===== src/rtl/operand_entry_ctrl.sv =====
// Operand entry sequencer: collects BCD digits and a sign from key strobes,
// converts them to a signed binary value and offers it on a valid/ready handshake.
module operand_entry_ctrl #(
    parameter int NDIGITS      = 3,
    parameter int OUT_W        = 11,
    parameter int NUM_OPERANDS = 2,
    localparam int IW = (NUM_OPERANDS > 1) ? $clog2(NUM_OPERANDS) : 1
) (
    input  logic                   clk,
    input  logic                   reset_n,
    input  logic [3:0]             digit_in,
    input  logic                   digit_stb,
    input  logic                   sign_stb,
    input  logic                   enter_stb,
    input  logic                   clear_stb,
    input  logic                   out_ready,
    output logic                   op_valid,
    output logic [OUT_W-1:0]       op_value,
    output logic [IW-1:0]          op_index,
    output logic                   busy,
    output logic                   err_digit,
    output logic [4*NDIGITS-1:0]   disp_digits,
    output logic                   disp_sign
);

    localparam int ACC_W = OUT_W - 1;
    localparam int KW    = (NDIGITS > 1) ? $clog2(NDIGITS) : 1;
    localparam int CW    = $clog2(NDIGITS + 1);

    typedef enum logic [1:0] {ENTRY, CONV, SIGN, VALID} state_t;

    state_t           state_reg;
    logic [3:0]       digits_reg [NDIGITS];
    logic             sign_reg;
    logic [CW-1:0]    count_reg;
    logic [ACC_W-1:0] acc_reg;
    logic [KW-1:0]    k_reg;
    logic [3:0]       cur_digit;
    logic [ACC_W-1:0] acc_next;
    logic             digit_ok;

    // Conversion walks the digits from the most significant one down.
    always_comb begin
        cur_digit = 4'd0;
        for (int i = 0; i < NDIGITS; i++) begin
            if (k_reg == KW'(i)) cur_digit = digits_reg[NDIGITS-1-i];
        end
    end

    assign acc_next = acc_reg * ACC_W'(10) + ACC_W'(cur_digit);
    assign digit_ok = (digit_in <= 4'd9) && (count_reg < CW'(NDIGITS));
    assign busy     = (state_reg != ENTRY);
    assign disp_sign = sign_reg;

    generate
        for (genvar gi = 0; gi < NDIGITS; gi++) begin : g_disp
            assign disp_digits[gi*4 +: 4] = digits_reg[gi];
        end
    endgenerate

    always_ff @(posedge clk or negedge reset_n) begin
        if (!reset_n) begin
            state_reg <= ENTRY;
            for (int i = 0; i < NDIGITS; i++) digits_reg[i] <= 4'd0;
            sign_reg  <= 1'b0;
            count_reg <= '0;
            acc_reg   <= '0;
            k_reg     <= '0;
            op_value  <= '0;
            op_valid  <= 1'b0;
            op_index  <= '0;
            err_digit <= 1'b0;
        end else begin
            err_digit <= 1'b0;
            if (clear_stb) begin
                for (int i = 0; i < NDIGITS; i++) digits_reg[i] <= 4'd0;
                sign_reg  <= 1'b0;
                count_reg <= '0;
                acc_reg   <= '0;
                op_valid  <= 1'b0;
                state_reg <= ENTRY;
            end else begin
                case (state_reg)
                    ENTRY: begin
                        if (enter_stb) begin
                            acc_reg   <= '0;
                            k_reg     <= '0;
                            state_reg <= CONV;
                        end else begin
                            if (sign_stb) sign_reg <= ~sign_reg;
                            if (digit_stb) begin
                                if (digit_ok) begin
                                    for (int i = NDIGITS-1; i > 0; i--) digits_reg[i] <= digits_reg[i-1];
                                    digits_reg[0] <= digit_in;
                                    count_reg     <= count_reg + CW'(1);
                                end else begin
                                    err_digit <= 1'b1;
                                end
                            end
                        end
                    end
                    CONV: begin
                        acc_reg <= acc_next;
                        k_reg   <= k_reg + KW'(1);
                        if (k_reg == KW'(NDIGITS-1)) state_reg <= SIGN;
                    end
                    SIGN: begin
                        // Negating zero yields zero, so no special case for "-0".
                        op_value  <= sign_reg ? (OUT_W'(0) - {1'b0, acc_reg}) : {1'b0, acc_reg};
                        op_valid  <= 1'b1;
                        state_reg <= VALID;
                    end
                    VALID: begin
                        if (out_ready) begin
                            op_valid <= 1'b0;
                            for (int i = 0; i < NDIGITS; i++) digits_reg[i] <= 4'd0;
                            sign_reg  <= 1'b0;
                            count_reg <= '0;
                            op_index  <= (op_index == IW'(NUM_OPERANDS-1)) ? '0 : op_index + IW'(1);
                            state_reg <= ENTRY;
                        end
                    end
                    default: state_reg <= ENTRY;
                endcase
            end
        end
    end

endmodule


===== config.mk =====
export PLATFORM = sky130hd
export DESIGN_NAME = operand_entry_ctrl
export DESIGN_NICKNAME = d
export VERILOG_FILES = /design/src/rtl/operand_entry_ctrl.sv
export SDC_FILE = /design/constraint.sdc
export NUM_CORES = 1
export LEC_CHECK = 0
export BUFFER_PORTS_ARGS = -buffer_cell sky130_fd_sc_hd__buf_2
export CAP_MARGIN = 20
export CORE_ASPECT_RATIO = 1.2
export CORE_MARGIN = 2
export CORE_UTILIZATION = 45
export CTS_CLUSTER_SIZE = 30
export DETAILED_ROUTE_END_ITERATION = 12
export PLACE_DENSITY = 0.66
export SLEW_MARGIN = 20
export SYNTH_ARGS = -nofsm -noshare
export SYNTH_HDL_FRONTEND = slang
export SYNTH_SLANG_ARGS = --single-unit

===== constraint.sdc =====
create_clock -name clk -period 4.8 [get_ports clk]
set_input_delay 0.48 -clock clk [delete_from_list [all_inputs] [get_ports clk]]
set_output_delay 0.48 -clock clk [all_outputs]
set_load 0.1 [all_outputs]

==> results of run 1 <==
synthesized netlist by cell type, types with 4 or more instances:
master and count:
a22o_1 4, ha_1 23, nand2b_1 8, clkbuf_1 5, a21oi_1 7, nand2_1 45, xnor2_1 8, xor2_1 12
o21ai_1 22, o21ai_0 24, dfrtp_1 43, nand3_1 13, inv_1 10, nor2_1 10, nor2b_1 5, a21o_1 5
buf_2 4
path summary, 6_finish.rpt:
kind	startpoint	endpoint	depth (start not counted)
hold / removal	reset_n	op_value[5]	1
hold reg to reg	op_index	op_index	1
min in group clk	enter_stb	err_digit	2
setup / recovery	k_reg[1]	acc_reg[9]	14
setup reg to reg	k_reg[1]	acc_reg[9]	14
max in group asynchronous	reset_n	disp_sign	1
where the power goes:
part | leakage (nW) | internal (mW) | switching, mW | total (mW)
combinational | 0.874 | 0.193 | 0.791 | 0.983
clock | 0.0618 | 0.171 | 0.136 | 0.307
sequential | 0.585 | 0.450 | 0.0895 | 0.539
per-layer routing:
metal,GRT usage [%],part of all wire (%)
met1,22.6,43
met2,34.0,53
met3,3.49,3.9
met4,6.57,0.72
met5,0,0
stage by stage:
step           setup WS (ns)  cells  hold slack [ns]
6_report                1.90    376            0.302
5_1_grt                 1.56    376            0.389
3_3_place_gp            2.03    368            0.452
4_1_cts                 1.88    376            0.354
2_1_floorplan           1.88    275            0.184
3_5_place_dp            1.91    368            0.461
cell families (layout without fill, tap and decap cells):
kind of cell	Yosys count	count (layout)	share of synthesized area, %
muxes	1	1	0.391
and+or+nand+nor	93	93	17.2
adders and majority gates	25	25	12.8
DFF	43	43	42.1
AOI/OAI and AO/OA	73	73	16.9
buffers and inverters	19	56	2.98
xor gates and xnor gates	21	21	7.73
worst max-delay path, cell delays in order, from the launching register on:
cell	delay, ns
dfrtp_1	0.38
inv_1	0.07
ha_1	0.24
nor2b_1	0.22
a22oi_1	0.09
o21ai_0	0.16
ha_1	0.18
inv_1	0.06
fa_1	0.43
nor2b_1	0.12
o21ai_0	0.14
nor2_2	0.17
nand3_2	0.10
xnor3_1	0.34
o21ai_1	0.13
final cells by class:
cell class | count | area, sq um
clock inverters | 2 | 38.8
clock buffers | 6 | 82.6
repair buffers | 38 | 190
multi-input cells | 213 | 1410
flip-flops and latches | 43 | 1080
inverters | 10 | 37.5
fillers | 562 | 2640
well taps | 64 | 80.1
==> flow_summary.json, run 1 <==
{
  "slew_viol_final": 0,
  "post-route-period-util_pct": 60.4,
  "rsz0062_at_grt": "false",
  "wl_per_cell_um": 14.0,
  "largest_reg_flops": 12,
  "ios": 39,
  "reg2reg_slack_ns": 1.90,
  "yosysSeqAreaShare_pct": 42.1,
  "finalHoldViolCount": 0,
  "synthCells": 275,
  "coreArea_sq_um": 5560,
  "grt_antenna_before_repair": 0,
  "period_minus_slack_ns": 2.90,
  "setup_tns_ns": 0,
  "synthDistinctLibCells": 36,
  "routed_wl_um": 5270,
  "worstSetupPathType": "flop to flop",
  "fp.dieH_um": 86.6,
  "grt_pass1_vias": 2063,
  "postCtsHoldBufs": 0,
  "power.total_mw": 1.83,
  "powerDensity_nw_per_um2": 627,
  "place_area_sq_um": 2790,
  "dieArea_sq_um": 6310,
  "synthTopCellsByArea": "dfrtp_1 (42%), ha_1 (11%), nand2_1 (6.6%)",
  "worst-path-max-fanout": 6,
  "cts_root_buf": "clkbuf_8",
  "fin_area_sq_um": 2920,
  "drt_pass1_iterations": 4,
  "fmax_mhz": 345,
  "cp-start-kind": "flop",
  "cts_tree": "built",
  "grt.total_usage_pct": 19.0,
  "via_per_inst": 5.40,
  "clk_pin_slew_ns": 0.09,
  "vias": 2029,
  "synth-async-reset-ratio_pct": 100,
  "vdd_ir_drop_max_mv": 0.472,
  "tightest_slew_ns": 0.986,
  "synth_fp_nets": 311,
  "n_antenna_cell": 0,
  "fin_skew_ns": 0.0106,
  "ys_ff_latch": 43,
  "synthFlopType": "dfrtp_1",
  "gp_congestion": 0.760,
  "finalSetupViolCount": 0,
  "fin_nets": 347,
  "layout_commonest_cell": "nand2_1",
  "clock-sinks": 43,
  "ys.warnings.count": 0,
  "cp.required_ns": 5.03,
  "p_leak_nw": 1.52,
  "status": "finished clean",
  "grt_pass1_wl_um": 9320,
  "yosysTopAreaCellShare_pct": 42.1,
  "cts_htree_levels": 2,
  "die_w_um": 72.8,
  "clockBufferDepth": 2,
  "cp-end-kind": "flop",
  "io_buffers": 38,
  "synth_edf_count": 0,
  "drc": 0,
  "area_growth_pct": 14.1,
  "hold_path.class": "primary input to async pin",
  "fin_util_pct": 52.5,
  "start_util_pct": 46.1,
  "clock_latency_ns": 0.30,
  "drive_above_1_share_pct": 17.9,
  "core.rowCount": 30,
  "drtIter0Drc": 74,
  "grt.overflow.total": 0,
  "syn_area_per_cell_sq_um": 9.30,
  "cts_setup_buffers": 0,
  "cts_resized": 0,
  "cts_buffers": 5,
  "postRouteAntennaNets": 0,
  "grt_max_degree": 44,
  "synth_top_area_cell": "dfrtp_1",
  "dp_hpwl_um": 3950,
  "max-cap-violations": 0,
  "final_cell_mix": "nand2_1 (45), dfrtp_1 (43), buf_2 (38)",
  "arrival_ns": 3.12,
  "synth_area_sq_um": 2560,
  "timing.slew.headroom_pct": 34.0
}
No activity file was read; power rests on OpenSTA's default activity.
==> inputs of run 2 (changes only) <==
Clock period 4.8 ns to 2.78 ns, I/O delays scaled along.
==> flow_summary.json, run 2 (synthesis results as in run 1) <==
{
  "postRouteAntennaNets": 0,
  "cts_root_buf": "clkbuf_8",
  "wl_per_cell_um": 14.1,
  "regToRegStartpoint": "k_reg[1]",
  "fp.dieH_um": 86.6,
  "worstSetupPathType": "flop to flop",
  "cp-end-kind": "flop",
  "status": "finished clean",
  "vdd_ir_drop_max_mv": 0.939,
  "clk_pin_slew_ns": 0.10,
  "drive_above_1_share_pct": 23.4,
  "finalHoldViolCount": 0,
  "grt_antenna_before_repair": 0,
  "cts_buffers": 5,
  "grt_max_degree": 44,
  "reg2regPathDepth": 14,
  "max-cap-violations": 0,
  "arrival_ns": 2.67,
  "finalSetupViolCount": 0,
  "worst-path-max-fanout": 5,
  "io_buffers": 38,
  "start_util_pct": 46.1,
  "fin_skew_ns": 0.0104,
  "die_w_um": 72.8,
  "slew_viol_final": 0,
  "hold_ws_ns": 0.197,
  "worstSetupEndpoint": "acc_reg[9]",
  "via_per_inst": 5.31,
  "drc": 0,
  "ios": 39,
  "setup_tns_ns": 0,
  "grt_pass1_wl_um": 9690,
  "fillers": 513,
  "gp_congestion": 0.772,
  "timing.slew.headroom_pct": 55.1,
  "cp-startpoint": "k_reg[1]",
  "hold_path.class": "primary input to flop",
  "cts_htree_levels": 2,
  "n_antenna_cell": 0,
  "drtIter0Drc": 64,
  "cts_tree": "built",
  "rsz0062_at_grt": "false",
  "place_area_sq_um": 2860,
  "fmax_mhz": 404,
  "layout_commonest_cell": "nand2_1",
  "fin_area_sq_um": 3050,
  "cp.required_ns": 2.97,
  "area_growth_pct": 19.0,
  "hold_start": "enter_stb",
  "clockBufferDepth": 2,
  "power.total_mw": 3.25,
  "largest_reg_flops": 12,
  "fin_util_pct": 54.8,
  "dieArea_sq_um": 6310,
  "period_minus_slack_ns": 2.48,
  "tightest_slew_ns": 0.674,
  "clock-sinks": 43,
  "clock_latency_ns": 0.30,
  "final_cell_mix": "nand2_1 (45), dfrtp_1 (40), buf_2 (38)",
  "cp-start-kind": "flop",
  "dp_hpwl_um": 4040,
  "core.rowCount": 30,
  "coreArea_sq_um": 5560,
  "grt.overflow.total": 0,
  "grt.total_usage_pct": 19.5,
  "powerDensity_nw_per_um2": 1070,
  "drt_pass1_iterations": 4,
  "p_leak_nw": 1.58,
  "routed_wl_um": 5480,
  "grt_pass1_vias": 2153,
  "fin_nets": 360,
  "post-route-period-util_pct": 89.1,
  "r2r_end": "acc_reg[9]",
  "vias": 2066,
  "reg2reg_slack_ns": 0.30
}
run 2: changes by cell type in the layout (fill, tap and decap cells not counted), sizes merged:
cell         change
dlygate4sd3      +1
buf             +12
run 2: what timing repair did:
action | CTS | global route
buffers inserted | 2 | 0
pin swaps | 1 | 2
endpoints found under the setup margin | 1 | 2
endpoints found under the hold margin | 0 | 10
resized for setup | 5 | 5
hold buffers | 0 | 1
run 2: worst min path at each step:
stage,cells past startpoint,slack [ns],end
final,2,0.20,err_digit
after detailed placement,1,0.46,op_index
after global placement,1,0.45,op_index
after global routing,2,0.20,err_digit
after CTS,1,0.16,op_value[9]
after floorplan,0,-0.02,acc_reg[0]
run 2: layer usage:
metal / routed length, um / track usage (%)
met1: 2350 / 22.8
met2: 2800 / 34.7
met3: 208 / 4.42
met4: 117 / 7.07
met5: 0 / 0
run 2: power breakdown:
part	leakage (nW)	internal [mW]	total (mW)	switching, mW
combinational	0.939	0.390	1.79	1.40
sequential	0.581	0.779	0.932	0.153
clock	0.0618	0.296	0.530	0.234
run 2: area by class of cell:
type                       count  area, sq um  share of cell area (%)
clock buffer                   6         82.6                    2.71
clock inverter                 2         38.8                    1.27
inverter                      10         37.5                    1.23
multi-input combinational    213         1420                    46.8
sequential                    43         1080                    35.5
tap                           64         80.1                    2.63
timing repair buffer          51          303                    9.94
run 2: metrics by stage:
stage	cells	setup WS (ns)
after floorplan	275	0.0485
final	389	0.303
after CTS	387	0.0151
after detailed placement	377	-0.0497
after global routing	389	0.135
after global placement	377	0.0599
run 2: critical path: stages (launching register included):
cell     delay, ns
dfrtp_1       0.41
inv_2         0.08
ha_2          0.20
buf_4         0.14
a22oi_1       0.09
o21ai_1       0.13
ha_2          0.19
inv_1         0.06
fa_2          0.36
nor2b_1       0.12
o21ai_1       0.09
nor2_2        0.13
nand3_2       0.09
xnor3_1       0.22
o21ai_1       0.06
==> inputs of run 3 (changes only) <==
Settings changed: CTS_CLUSTER_SIZE 30 to unset, GPL_TIMING_DRIVEN set to 0, SLEW_MARGIN 20 to unset.
==> flow_summary.json, run 3 (synthesis results as in run 1) <==
{
  "status": "finished clean",
  "postRouteAntennaNets": 0,
  "fin_nets": 358,
  "dp.cells": 377,
  "dp_hpwl_um": 4030,
  "io_buffers": 38,
  "setup_tns_ns": 0,
  "drtIter0Drc": 51,
  "post-route-period-util_pct": 91.5,
  "reg2reg_slack_ns": 0.24,
  "sw_frac_of_total_pct": 56.4,
  "period_minus_slack_ns": 2.54,
  "clock_latency_ns": 0.30,
  "arrival_ns": 2.73,
  "fin_skew_ns": 0.0104,
  "ios": 39,
  "clock_power_share_pct": 13.8,
  "r2r_end": "acc_reg[9]",
  "crit_slowest_cell": "dfrtp_1",
  "grt_pass1_wl_um": 9450,
  "core.rowCount": 30,
  "fp.dieH_um": 86.6,
  "grt.overflow.total": 0,
  "vdd_ir_drop_max_mv": 0.809,
  "drc": 0,
  "area_growth_pct": 16.0,
  "via_per_inst": 5.32,
  "clock-sinks": 43,
  "largest_reg_flops": 12,
  "regToRegStartpoint": "k_reg[0]",
  "place_ws_ns": -0.212,
  "cp.required_ns": 2.97,
  "tightest_slew_ns": 0.973,
  "drt_pass1_iterations": 4,
  "grt.total_usage_pct": 18.9,
  "vias": 2057,
  "slew_viol_final": 0,
  "grt_antenna_before_repair": 0,
  "gp_congestion": 0.796,
  "reg2regPathDepth": 14,
  "finalHoldViolCount": 0,
  "max-cap-violations": 0,
  "die_w_um": 72.8,
  "powerDensity_nw_per_um2": 1060,
  "cp-start-kind": "flop",
  "coreArea_sq_um": 5560,
  "timing.slew.headroom_pct": 35.1,
  "switching_power_mw": 1.77,
  "p_int_mw": 1.36,
  "cp-startpoint": "k_reg[0]",
  "cts_buffers": 5,
  "n_antenna_cell": 0,
  "cts_root_buf": "clkbuf_8",
  "clockBufferDepth": 2,
  "worst-path-max-fanout": 3,
  "routed_wl_um": 5320,
  "hold_path.class": "primary input to async pin",
  "drive_above_1_share_pct": 21.4,
  "layout_commonest_cell": "nand2_1",
  "p_leak_nw": 1.53,
  "start_util_pct": 46.1,
  "rsz0062_at_grt": "false",
  "cp-end-kind": "flop",
  "grt_max_degree": 44,
  "layout_setup_ws_ns": 0.236,
  "crit_chain": "inv_1 -> ha_2 -> nor2b_4 -> a22oi_1 -> o21ai_1 -> ha_2 -> inv_1 -> fa_2 -> nor2b_1 -> o21ai_1 -> nor2_2 -> nand3_2 -> xnor3_1 -> o21ai_1",
  "path_common_cell": "o21ai_1",
  "fmax_mhz": 393,
  "worstSetupPathType": "flop to flop",
  "cts_htree_levels": 2,
  "seq_power_share_pct": 29.2,
  "postCtsHoldBufs": 0,
  "dieArea_sq_um": 6310,
  "finalSetupViolCount": 0,
  "power_frac_comb_pct": 57.0,
  "grt_pass1_vias": 2055,
  "final_cell_mix": "nand2_1 (45), buf_2 (42), dfrtp_1 (40)",
  "cpPeakStageDelay_ns": 0.40,
  "wl_per_cell_um": 13.8,
  "fin_util_pct": 53.4,
  "finalNonFillerCells": 387,
  "fillers": 525,
  "cts_tree": "built",
  "clk_pin_slew_ns": 0.09
}
-- run 3: changes by cell type in the layout (fill, tap and decap cells not counted), sizes merged --
| cell | previous run | this run |
|---|---|---|
| inv | 11 | 10 |
| dlygate4sd3 | 1 | 0 |
| clkinvlp | 0 | 1 |
| clkbuf | 6 | 10 |
| buf | 50 | 45 |
| clkinv | 0 | 1 |
| bufinv | 1 | 0 |
-- run 3: how the worst max path moves through the flow --
| stage | slack, ns | endpoint | cells past startpoint |
|---|---|---|---|
| finish | 0.24 | acc_reg[9] | 14 |
| global route | 0.04 | acc_reg[9] | 14 |
| CTS | 0.10 | acc_reg[9] | 14 |
| detailed placement | -0.21 | acc_reg[9] | 13 |
| global placement | -0.17 | acc_reg[9] | 13 |
| floorplan | 0.05 | acc_reg[9] | 11 |
-- run 3: metal layers --
metal	part of all wire [%]	global-route usage, %	wire [um]	vias to the layer above
li1	-	-	-	1039
met1	44	23.6	2320	976
met2	52	33.1	2780	33
met3	2.6	2.67	139	9
met4	1.5	6.40	81	0
met5	0	0	0	-
-- run 3: worst max-delay path: cells and delay by family (launching register included) --
family          cells  cell delay [ns]
flops               1             0.40
compound gates      4             0.39
buf+inv             2             0.15
simple gates        4             0.49
xor+xnor            1             0.24
fa+ha+maj           3             0.75
-- run 3: cell type report --
class,instances,area [sq um],share of cell area [%]
Multi-Input combinational cell,213,1420,48.0
Sequential cell,43,1080,36.4
Timing Repair Buffer,41,213,7.17
Clock buffer,6,82.6,2.78
Tap cell,64,80.1,2.70
Inverter,10,37.5,1.26
Buffer,8,35.0,1.18
Clock inverter,2,16.3,0.548
-- run 3: metrics by stage --
stage | total power, mW | hold WS (ns) | instance area, sq um
6_report | 3.13 | 0.126 | 2970
5_1_grt | 3.33 | 0.203 | 2970
4_1_cts | 3.13 | 0.161 | 2950
3_5_place_dp | 2.68 | 0.456 | 2830
3_3_place_gp | 2.65 | 0.453 | 2830
2_1_floorplan | 2.34 | -0.0176 | 2560
-- run 3: power by group through the flow --
stage,clock network [mW],logic [mW],registers (mW)
floorplan,0,0.665,1.68
global placement,0,1.72,0.927
detailed placement,0,1.75,0.929
CTS,0.441,1.78,0.917
global route,0.466,1.93,0.940
finish,0.433,1.79,0.914
-- run 3: timing repair --
item / in CTS / in global routing
buffers inserted: 1 / 2
pin swaps: 3 / 2
gates resized for setup: 6 / 2
endpoints found under the setup margin: 1 / 2
